`src/rtl/mealy_stream_sequencer.sv`:
```
// -----------------------------------------------------------------------------
// mealy_stream_sequencer
//
// Word-level controller around a serial 3-bit-history pattern detector.
// A W-bit word is accepted over a valid/ready handshake and shifted LSB-first
// through the detector, one bit per clock.  For every bit the detector reports
// whether the last three bits (oldest..newest) formed 1,1,1 (hi) or 0,0,1 (lo).
// Per-bit hit masks and hit counts are collected and presented as one result
// per word over a second valid/ready handshake.
//
// Ports
//   clock        in   system clock, rising edge
//   reset_n      in   asynchronous active-low reset
//   in_valid     in   producer offers in_data
//   in_ready     out  block can accept a word (decodes IDLE)
//   in_data      in   W-bit word, bit 0 scanned first
//   carry_hist   in   1: keep detector history from previous word, 0: clear it
//   out_valid    out  result available (decodes DONE)
//   out_ready    in   consumer takes the result
//   out_mask_hi  out  bit k set if word bit k completed 1,1,1
//   out_mask_lo  out  bit k set if word bit k completed 0,0,1
//   out_cnt_hi   out  popcount of out_mask_hi
//   out_cnt_lo   out  popcount of out_mask_lo
//   busy         out  high in SHIFT or DONE
// -----------------------------------------------------------------------------
module mealy_stream_sequencer #(
   parameter int W  = 10,
   parameter int CW = $clog2(W + 1)
) (
   input  logic          clock,
   input  logic          reset_n,
   input  logic          in_valid,
   output logic          in_ready,
   input  logic [W-1:0]  in_data,
   input  logic          carry_hist,
   output logic          out_valid,
   input  logic          out_ready,
   output logic [W-1:0]  out_mask_hi,
   output logic [W-1:0]  out_mask_lo,
   output logic [CW-1:0] out_cnt_hi,
   output logic [CW-1:0] out_cnt_lo,
   output logic          busy
);

   typedef enum logic [1:0] {
      ST_IDLE  = 2'd0,
      ST_SHIFT = 2'd1,
      ST_DONE  = 2'd2
   } state_t;

   state_t          state_q,    state_d;
   logic [W-1:0]    shreg_q,    shreg_d;
   logic [CW-1:0]   bit_idx_q,  bit_idx_d;
   logic            ff1_q,      ff1_d;
   logic            ff2_q,      ff2_d;
   logic [1:0]      hist_cnt_q, hist_cnt_d;
   logic [W-1:0]    mask_hi_q,  mask_hi_d;
   logic [W-1:0]    mask_lo_q,  mask_lo_d;
   logic [CW-1:0]   cnt_hi_q,   cnt_hi_d;
   logic [CW-1:0]   cnt_lo_q,   cnt_lo_d;

   logic            bit_s;
   logic            hist_full_s;
   logic            hi_s;
   logic            lo_s;

   // Mealy detector outputs for the bit currently at the head of the shift register.
   // Matches are suppressed until two history bits exist since the last clear.
   always_comb begin
      bit_s       = shreg_q[0];
      hist_full_s = (hist_cnt_q == 2'd2);
      hi_s        = bit_s &  ff1_q &  ff2_q & hist_full_s;
      lo_s        = bit_s & ~ff1_q & ~ff2_q & hist_full_s;
   end

   // Next-state and datapath update for the IDLE/SHIFT/DONE sequencer.
   always_comb begin
      state_d    = state_q;
      shreg_d    = shreg_q;
      bit_idx_d  = bit_idx_q;
      ff1_d      = ff1_q;
      ff2_d      = ff2_q;
      hist_cnt_d = hist_cnt_q;
      mask_hi_d  = mask_hi_q;
      mask_lo_d  = mask_lo_q;
      cnt_hi_d   = cnt_hi_q;
      cnt_lo_d   = cnt_lo_q;

      case (state_q)
         ST_IDLE: begin
            if (in_valid) begin
               shreg_d   = in_data;
               bit_idx_d = {CW{1'b0}};
               mask_hi_d = {W{1'b0}};
               mask_lo_d = {W{1'b0}};
               cnt_hi_d  = {CW{1'b0}};
               cnt_lo_d  = {CW{1'b0}};
               if (!carry_hist) begin
                  ff1_d      = 1'b0;
                  ff2_d      = 1'b0;
                  hist_cnt_d = 2'd0;
               end else begin
                  ff1_d      = ff1_q;
                  ff2_d      = ff2_q;
                  hist_cnt_d = hist_cnt_q;
               end
               state_d = ST_SHIFT;
            end else begin
               state_d = ST_IDLE;
            end
         end

         ST_SHIFT: begin
            // Masks fill from the top: after W shifts, entry k holds the hit of word bit k.
            mask_hi_d = {hi_s, mask_hi_q[W-1:1]};
            mask_lo_d = {lo_s, mask_lo_q[W-1:1]};
            cnt_hi_d  = cnt_hi_q + CW'(hi_s);
            cnt_lo_d  = cnt_lo_q + CW'(lo_s);
            shreg_d   = {1'b0, shreg_q[W-1:1]};
            ff2_d     = ff1_q;
            ff1_d     = bit_s;
            if (hist_full_s) begin
               hist_cnt_d = 2'd2;
            end else begin
               hist_cnt_d = hist_cnt_q + 2'd1;
            end
            bit_idx_d = bit_idx_q + {{(CW-1){1'b0}}, 1'b1};
            if (bit_idx_q == CW'(W - 1)) begin
               state_d = ST_DONE;
            end else begin
               state_d = ST_SHIFT;
            end
         end

         ST_DONE: begin
            // Result and history are held until the consumer takes the word.
            if (out_ready) begin
               state_d = ST_IDLE;
            end else begin
               state_d = ST_DONE;
            end
         end

         default: begin
            state_d = ST_IDLE;
         end
      endcase
   end

   // State and datapath registers; reset discards any partial result.
   always_ff @(posedge clock or negedge reset_n) begin
      if (!reset_n) begin
         state_q    <= ST_IDLE;
         shreg_q    <= {W{1'b0}};
         bit_idx_q  <= {CW{1'b0}};
         ff1_q      <= 1'b0;
         ff2_q      <= 1'b0;
         hist_cnt_q <= 2'd0;
         mask_hi_q  <= {W{1'b0}};
         mask_lo_q  <= {W{1'b0}};
         cnt_hi_q   <= {CW{1'b0}};
         cnt_lo_q   <= {CW{1'b0}};
      end else begin
         state_q    <= state_d;
         shreg_q    <= shreg_d;
         bit_idx_q  <= bit_idx_d;
         ff1_q      <= ff1_d;
         ff2_q      <= ff2_d;
         hist_cnt_q <= hist_cnt_d;
         mask_hi_q  <= mask_hi_d;
         mask_lo_q  <= mask_lo_d;
         cnt_hi_q   <= cnt_hi_d;
         cnt_lo_q   <= cnt_lo_d;
      end
   end

   // Handshake and status outputs decode the registered state directly.
   always_comb begin
      in_ready    = (state_q == ST_IDLE);
      out_valid   = (state_q == ST_DONE);
      busy        = (state_q != ST_IDLE);
      out_mask_hi = mask_hi_q;
      out_mask_lo = mask_lo_q;
      out_cnt_hi  = cnt_hi_q;
      out_cnt_lo  = cnt_lo_q;
   end

endmodule

```
`config.mk`:
```
export PLATFORM = sky130hd
export DESIGN_NAME = mealy_stream_sequencer
export DESIGN_NICKNAME = d
export VERILOG_FILES = /design/src/rtl/mealy_stream_sequencer.sv
export SDC_FILE = /design/constraint.sdc
export NUM_CORES = 1
export LEC_CHECK = 0
export ABC_AREA = 1
export ABC_CLOCK_PERIOD_IN_PS = 1500
export CORE_ASPECT_RATIO = 1.2
export CORE_MARGIN = 5
export CORE_UTILIZATION = 45
export CTS_BUF_LIST = sky130_fd_sc_hd__clkbuf_4 sky130_fd_sc_hd__clkbuf_8 sky130_fd_sc_hd__clkbuf_16
export CTS_CLUSTER_SIZE = 14
export DETAILED_ROUTE_END_ITERATION = 10
export GPL_TIMING_DRIVEN = 0
export HOLD_SLACK_MARGIN = 0.02
export MAX_ROUTING_LAYER = met4
export PLACE_DENSITY = 0.8
export SYNTH_ARGS = -nofsm -noshare
export SYNTH_HDL_FRONTEND = slang
export SYNTH_SLANG_ARGS = --single-unit
```
`constraint.sdc`:
```
create_clock -name clock -period 1.5 [get_ports clock]
set_input_delay 0.225 -clock clock [delete_from_list [all_inputs] [get_ports clock]]
set_output_delay 0.225 -clock clock [all_outputs]
set_load 0.005 [all_outputs]
```
======== Word level (Yosys, flattened, before mapping) ========
Index checks and enable logic that the tools add are counted.
storage, ports and cells
  bits of input ports ..................... 15
  register bits after elaboration ......... 48
operators by class
  $add $sub $neg .......................... 4
  mux-type cells .......................... 21
  bitwise operators ....................... 8
  equality and inequality tests ........... 6
  reductions and logical operators ........ 5
operator list
  operator                                                               count
  10-bit one-hot mux with 2 select lines                                 3
  4-bit one-hot mux with 2 select lines                                  3
  10-bit two-way mux                                                     2
  2-bit two-way mux                                                      5
  4-bit by 1-bit adder with 4-bit output                                 2
  1-bit bitwise AND                                                      6
  2-bit one-hot mux with 3 select lines                                  1
  4-bit by 1-bit adder with 4-bit output, second input constant          1
  2-bit equality test, second input constant                             2
  4-bit equality test, second input constant                             1
  4-bit two-way mux                                                      1
  2-bit != test, second input constant                                   2
  1-bit one-hot mux with 2 select lines                                  2
  2-bit one-hot mux with 2 select lines                                  1
  2-bit nonzero test                                                     2
  1-bit two-way mux                                                      3
  3-bit AND reduction                                                    1
  2-bit by 1-bit adder with 2-bit output, second input constant          1
  2-bit by 1-bit equality test with 1-bit output, second input constant  1
  2-bit logical NOT                                                      1
  1-bit NOT                                                              2
  2-bit AND reduction                                                    1

======== Longest topological paths before layout ========
  depth in word-level cells ............... 6
  depth in mapped cells ................... 9
  mapped depth without buffers ............ 9

======== Worst setup path before layout ========
Ideal clock, no wire load.
  kind .................................... register to register
  start ................................... register hist_cnt_q[0]
  end ..................................... register cnt_lo_q[2] (netlist: out_cnt_lo[2])
  buffers on the path ..................... 0
  arrival time ............................ 1340 ps
  clock period less this slack ............ 1467 ps
  library setup time ...................... 127 ps
  stages on the path, launching flop included .. 9
  required time ........................... 1373 ps
  path slack .............................. 33 ps
  cell sequence ........................... dfrtp_1 > inv_1 > ha_1 > nand2_1 > nor3_1 > ha_1 > ha_1 > xnor2_1 > o21ai_0
between the ends
  cells in the longest elaborated chain, start to end .. 4
RTL lines
  element                                 RTL line  text
  start: declaration                      56        logic [1:0] hist_cnt_q, hist_cnt_d;
  start signal: assignment                169       hist_cnt_q <= hist_cnt_d;
  2-bit equality test                     71        hist_full_s = (hist_cnt_q == 2'd2);
  1-bit bitwise AND                       73        lo_s = bit_s & ~ff1_q & ~ff2_q & hist_full_s;
  4-bit by 1-bit adder with 4-bit output  118       cnt_lo_d = cnt_lo_q + CW'(lo_s);
  4-bit one-hot mux with 2 select lines   89        case (state_q)
  end signal: assignment                  162       cnt_lo_q <= {CW{1'b0}};
  end signal: assignment                  173       cnt_lo_q <= cnt_lo_d;
  end: declaration                        60        logic [CW-1:0] cnt_lo_q, cnt_lo_d;
No other way between the ends.
A chain may end at the register's enable or synchronous reset.

======== Worst setup path in the final report ========
  start ................................... register hist_cnt_q[0]
  end ..................................... register cnt_hi_q[1] (netlist: out_cnt_hi[1])
between the ends
  cells in the longest elaborated chain, start to end .. 4
RTL lines
  element                                 RTL line  text
  2-bit equality test                     71
  1-bit bitwise AND                       72        hi_s = bit_s & ff1_q & ff2_q & hist_full_s;
  4-bit by 1-bit adder with 4-bit output  117       cnt_hi_d = cnt_hi_q + CW'(hi_s);
  4-bit one-hot mux with 2 select lines   89
  end signal: assignment                  161       cnt_hi_q <= {CW{1'b0}};
  end signal: assignment                  172       cnt_hi_q <= cnt_hi_d;
  end: declaration                        59        logic [CW-1:0] cnt_hi_q, cnt_hi_d;
No other way between the ends.

==> metrics.md <==
| Metric | Value |
|---|---|
| DR vias | 1863 |
| Count of unique library cells instantiated by Yosys | 21 |
| Die footprint | 0.00618 mm^2 |
| Critical-path top delay cell | sky130_fd_sc_hd__dfrtp_1 |
| Leakage power summed over all cells | 1.43 nW |
| Mean Syn Cell Area | 9.17 um^2 |
| Antenna-violating nets left | 0 |
| CTS sink count | 48 |
| Skew-Pair Late Insertion Delay | 0.30 ns |
| Maximum capacitance violations | 0 |
| RSZ-0062 raised after global routing | true |
| Post-route clock period utilization | 0.976 |
| Hold crit path type | primary input to async pin |
| Required time reported for the critical path endpoint | 1.69 ns |
| Nets in the synthesized netlist | 254 |
| Post-DR wirelength/cell | 14.8 um |
| Worst Setup End Kind | register |
| HPWL after detailed placement | 3.50 mm |
| Effective utilization at floorplan | 0.461 |
| Bufs and invs on worst path | 1 |
| Worst-case vdd ir drop | 0.785 mV |
| Clock Tree Root | sky130_fd_sc_hd__clkbuf_8 |
| Startpoint kind of the worst setup timing path | register |
| Number of violations reported at the end of detailed-routing iteration 0 | 129 |
| Headroom to the max-slew limit | 0.767 |
| Maximum net fanout on the critical path | 2 |
| Final number of setup-violating endpoints | 0 |
| Final number of max-transition violations | 0 |
| Ys Warns | 0 |
| Post-route cell area | 0.00294 mm^2 |
| Area used by sequential logic in the layout | 0.00120 mm^2 |
| Minimum clock period | 1.46 ns |
| Hold Vio Cnt, Final | 0 |
| # diodes | 0 |
| Setup slack after layout | 0.0353 ns |
| Top library cells by usage in the layout, fill and taps aside | 58 x sky130_fd_sc_hd__nand2_1, 47 x sky130_fd_sc_hd__dfrtp_1, 40 x sky130_fd_sc_hd__nand3_1 |
| Ports placed on the boundary | 46 |
| Die boundary height | 85.2 um |
| Worst setup slack before clock tree synthesis | -0.141 ns |
| Synthesis-stage register bit count | 48 |
| Share of post-route cells with drive strength above 1 | 0.171 |
| All-layer global routing usage | 0.185 |
| Clock Tree Buf Depth | 2 |
| Total global routing overflow | 0 |
| Placement-stage cell area | 0.00266 mm^2 |
| Total wirelength of the detailed-routed design | 5.27 mm |
| Port Buffers | 45 |
| Post-DR vias/cell | 5.22 |
| Htree depth | 2 |
| X dimension of the die | 72.6 um |
| Clock-pin slew on the worst setup and hold paths | 0.08 ns |
| Startpoint-to-endpoint class of the critical path | register to register |
| Largest net degree at the start of global routing | 38 |
| Placeable Area | 0.00459 mm^2 |
| Area of combinational cells with multiple inputs | 831 um^2 |
| Number of global-route vias before repair | 1917 |
| Non-Filler Instances | 357 |
| Slew @ Worst Pin | 0.349 ns |
| Layout Skew | 0.00410 ns |
| # nets final | 322 |
| DP Cell Count | 335 |
| Family with the most delay on the worst path | adder cells |
| Status | finished, final reports clean |
| Global-route wire length before repair | 8.81 mm |
| Number of instances in the synthesized netlist | 231 |
| Arrival time of data at the critical path endpoint | 1.66 ns |
| Power Density | 1490 mW/mm^2 |
| Ordered cell list for the critical path | inv_2, ha_4, nand2_4, nor2_4, ha_2, ha_2, nand2_1, nand2_1 |
| Gp weighted congestion | 0.819 |
| Achievable frequency | 683 MHz |
| CTS tree | built |
| Fillers | 393 |
| First-pass detailed-route iteration total | 4 |
| Cell area after technology mapping | 0.00212 mm^2 |
| Peak per-stage delay on the critical path | 0.40 ns |
| Leading cell type in the layout, fill and taps excluded | sky130_fd_sc_hd__nand2_1 |
| Layout Area Growth over Synthesis | 38.6% |
| Sequential fraction of the synthesis area | 0.567 |
| Post-route DRC | 0 |
| Number of placement rows | 27 |
| Inserted Clock Buffers | 5 |
| Initial antenna violation count | 0 |
## routing by layer
layer / GRT usage / up-vias / part of all wire
li1: - / 893 / -
met4: 0.0554 / 0 / 0.014
met1: 0.225 / 904 / 0.40
met2: 0.306 / 59 / 0.52
met3: 0.0391 / 7 / 0.058
met5: - / - / 0
## state kept, by name, summed over array words and instances, names as in the netlist, 2 cells and up
signal,count
hist_cnt_q,2
out_mask_lo,10
bit_idx_q,4
shreg_q,10
out_cnt_hi,4
out_cnt_lo,4
out_mask_hi,10
state_q,2
## final timing paths
path                               start        endpoint  slack [ns]  depth (start not counted)
setup / recovery           hist_cnt_q[0]   out_cnt_hi[1]        0.04                          8
hold / removal                   reset_n  out_mask_lo[6]        0.34                          2
setup reg to reg           hist_cnt_q[0]   out_cnt_hi[1]        0.04                          8
hold reg to reg               shreg_q[7]      shreg_q[6]        0.50                          2
max in group asynchronous        reset_n      shreg_q[1]        0.67                          3
min in group clock            in_data[9]      shreg_q[9]        0.47                          3
## Yosys cell counts
library cell              number  area (um^2)
sky130_fd_sc_hd__a21oi_1       1         5.00
sky130_fd_sc_hd__buf_2         7         35.0
sky130_fd_sc_hd__buf_4         3         22.5
sky130_fd_sc_hd__dfrtp_1      48         1200
sky130_fd_sc_hd__ha_1          8          100
sky130_fd_sc_hd__inv_1        27          101
sky130_fd_sc_hd__inv_4         1         6.26
sky130_fd_sc_hd__nand2_1      59          221
sky130_fd_sc_hd__nand2_2       1         6.26
sky130_fd_sc_hd__nand2_4       1         11.3
sky130_fd_sc_hd__nand3_1      40          200
sky130_fd_sc_hd__nand4_1       3         18.8
sky130_fd_sc_hd__nor2_1        3         11.3
sky130_fd_sc_hd__nor2_2        1         6.26
sky130_fd_sc_hd__nor3_1        1         5.00
sky130_fd_sc_hd__o21a_1        1         7.51
sky130_fd_sc_hd__o21ai_0       4         20.0
sky130_fd_sc_hd__o21ai_1       3         15.0
sky130_fd_sc_hd__o22ai_1      16          100
sky130_fd_sc_hd__or2_2         1         6.26
sky130_fd_sc_hd__xnor2_1       2         17.5
## logic make-up after synthesis
| group | synth area share |
|---|---|
| compound gates | 0.0697 |
| xor+xnor | 0.00827 |
| fa+ha+maj | 0.0473 |
| buf+inv | 0.0780 |
| flops | 0.567 |
| simple gates | 0.230 |
## cell type report
type	count	area share
Buffer	10	0.0196
Clock buffer	6	0.0260
Clock inverter	1	0.00171
Inverter	28	0.0367
Multi-Input combinational cell	145	0.283
Sequential cell	48	0.410
Tap cell	58	0.0247
Timing Repair Buffer	61	0.199
## per-stage QoR
step                      hold WS, ns  setup TNS (ns)  power [mW]  utilization
after floorplan               -0.0706               0        2.76            -
after global placement          0.460          -52.76        3.32        0.575
after detailed placement        0.123          -0.318        3.38        0.578
after CTS                       0.334        -0.00775        4.30        0.622
after global routing            0.359         -0.0761        4.71        0.639
final                           0.337               0        4.37        0.639
## timing repair
item	CTS	global route
endpoints found under the setup margin	10	8
resized for setup	19	8
hold buffers	1	0
setup buffers	8	6
endpoints found under the hold margin	11	0
pin swaps	5	5
## power by group
part,total (mW),switching (mW),internal (mW)
Sequential,1.91,0.284,1.62
Combinational,1.71,0.906,0.808
Clock,0.754,0.418,0.336
Total,4.37,1.61,2.77
Power figures use the tool's default switching activity.
==> RTL change (same settings) <==
Encoding of `state_t`: now one-hot (3 bits for 3 states).
--- a/src/rtl/mealy_stream_sequencer.sv
+++ b/src/rtl/mealy_stream_sequencer.sv
@@ -44,6 +44,6 @@
 
-   typedef enum logic [1:0] {
-      ST_IDLE  = 2'd0,
-      ST_SHIFT = 2'd1,
-      ST_DONE  = 2'd2
+   typedef enum logic [2:0] {
+      ST_IDLE  = 3'b001,
+      ST_SHIFT = 3'b010,
+      ST_DONE  = 3'b100
    } state_t;
Check against the original RTL: same outputs for any inputs over 10 cycles, from zero or initial values and one cycle with reset_n low; not proved beyond that.
==> RTL change against the original RTL <==
- register-to-register slack got worse by 0.02 ns
- final area grew 19%
- count of clock-buffer cells in the layout is 1 lower
- sequential share of layout area fell by 5.7 points
- routed wire length grew 29%
- sequential power decreased by 7%
- power is 16% higher
- worst setup slack worse by 0.023 ns
- core utilization up 5.8 points
- non-clock buffer count up 20
- sequential cell count up 1
- synthesized area rose by 11%
==> RTL change: results (changes against the original RTL) <==
stage,metric,value,unit,change
clock_network,CTS max path bufs,2,,unchanged
power_and_ir_drop,maximum VDD drop,0.881,mV,+12%
placed_design,placed standard-cell area,2900,sq um,+9.1%
route,overall routed net length,6790,um,+29%
final_layout,Data buffer area share,25.2,%,+3.4 points
power_and_ir_drop,Clk. pwr,0.00113,W,+50%
placed_design,gp weighted congestion,0.783,,-4.3%
logic_synthesis,sequential cell area fraction in the yosys report,52.1,%,-4.6 points
power_and_ir_drop,net switching power,0.00184,W,+15%
setup_path,capturing point of the worst reg2reg path,out_cnt_lo[1],,
placed_design,DP HPWL,4040,um,+15%
grt,pin count of the biggest net entering global routing,31,,-18%
power_and_ir_drop,Clock power frac,22.4,%,+5.2 points
logic_synthesis,"Net Count, Synth",301,,+19%
final_layout,clock buffer count,5,,-1
placed_design,worst slack at placement,-0.181,ns,-0.0399 ns
final_layout,clk tree area frac,3.83,%,+1.1 points
setup_path,Register-to-Register Path Depth,8,,unchanged
sta,Worst-Margin Slew,0.465,ns,+0.116 ns
grt,gr usage total,20.7,%,+2.2 points
logic_synthesis,"top cells by count, synth","nand2_1 (110), nand3_1 (49), dfrtp_1 (48)",,
logic_synthesis,Synth Cell Area,2360,sq um,+11%
final_layout,invs w/o clock,13,,-54%
final_layout,comb_multi_in,200,,+38%
run_status,status,finished clean,,
logic_synthesis,"top cells by area, synth","dfrtp_1 (51%), nand2_1 (18%), nand3_1 (10%)",,
final_layout,Multi-input gate area,1110,sq um,+34%
grt,initial antenna violation count,0,,unchanged
final_layout,sequential share of cell area,35.2,%,-5.7 points
route,Starting DRT DRC Count,181,,+40%
clock_network,clock sinks,49,,+2.1%
logic_synthesis,Synth cell types,20,,-4.8%
route,Vias per Instance,5.39,,+3.3%
logic_synthesis,Synth Instances,278,,+20%
sta,Worst Skew,0.00274,ns,-0.00135 ns
grt,first-pass GRT wire length,10900,um,+24%
final_layout,Seq. cell area,1230,sq um,+2.4%
sta,WHS,0.401,ns,+0.0640 ns
power_and_ir_drop,Comb pwr share,42.6,%,+3.4 points
grt,number of global-route vias before repair,2320,,+21%
final_layout,layout cells sized above 1,23.5,%,+6.5 points
final_layout,number of fill cells in the layout,349,,-11%
route,Routed wire per std cell,16.1,um,+9.2%
setup_path,r2r setup slk,0.02,ns,-0.02 ns
power_and_ir_drop,Leak,1.81,nW,+27%
setup_path,CP max FO,4,,+2
placed_design,dpl cells,384,,+15%
final_layout,nonclk buf count,91,,+28%
RTL change: cell count changes in the layout (fill, tap and decap cells not counted), moves of 5 or more:
cell and delta:
buf_2 -5, buf_6 +13, buf_4 +11, o22ai_1 -16, nand4_1 +9, nand3_1 +8
nand2_1 +47, inv_1 -19
RTL change: logic make-up (layout without fill, tap and decap cells):
family                   after synthesis  after routing  share of synthesized area (%)
buffers and inverters                 29            112                           6.90
adder cells (fa/ha/maj)                8              8                           4.25
AND/OR/NAND/NOR                      179            179                           33.5
XOR/XNOR                               3              3                           1.11
flip-flops                            49             49                           52.1
AO/OA/AOI/OAI                         10             10                           2.12
RTL change: metal layers:
layer  global-route usage, %  wire length (um)  share of wire [%]  up-vias
met5                       -                 0                  0        -
met4                    11.3               187                2.8        0
met3                    4.94               318                4.7       18
met2                    34.3              3520                 52       68
met1                    23.3              2760                 41     1113
li1                        -                 -                  -     1070
RTL change: worst max-delay path by stage:
stage	start	endpoint	slack [ns]	cells past startpoint
6_report	state_q[1]	out_valid	0.01	6
2_1_floorplan	hist_cnt_q[0]	out_cnt_lo[2]	0.04	8
3_3_place_gp	reset_n	out_mask_lo[0]	-1.18	1
4_1_cts	hist_cnt_q[0]	out_cnt_lo[2]	-0.03	8
5_1_grt	hist_cnt_q[0]	out_cnt_lo[3]	-0.07	9
3_5_place_dp	hist_cnt_q[0]	out_cnt_lo[2]	-0.18	8
RTL change: repair_timing:
action                     4_1_cts  5_1_grt
resized for setup               39       42
hold endpoints to repair        19        0
setup endpoints to repair       13       47
cloned                           0        1
pin swaps                       10       12
buffers inserted                15       15
hold buffers                     1        0
RTL change: critical path, cell delays in order (launching register included):
cell      delay, ns
dfrtp_1        0.39
buf_4          0.13
buf_6          0.12
inv_4          0.05
nand3_4        0.07
inv_2          0.08
clkbuf_2       0.11
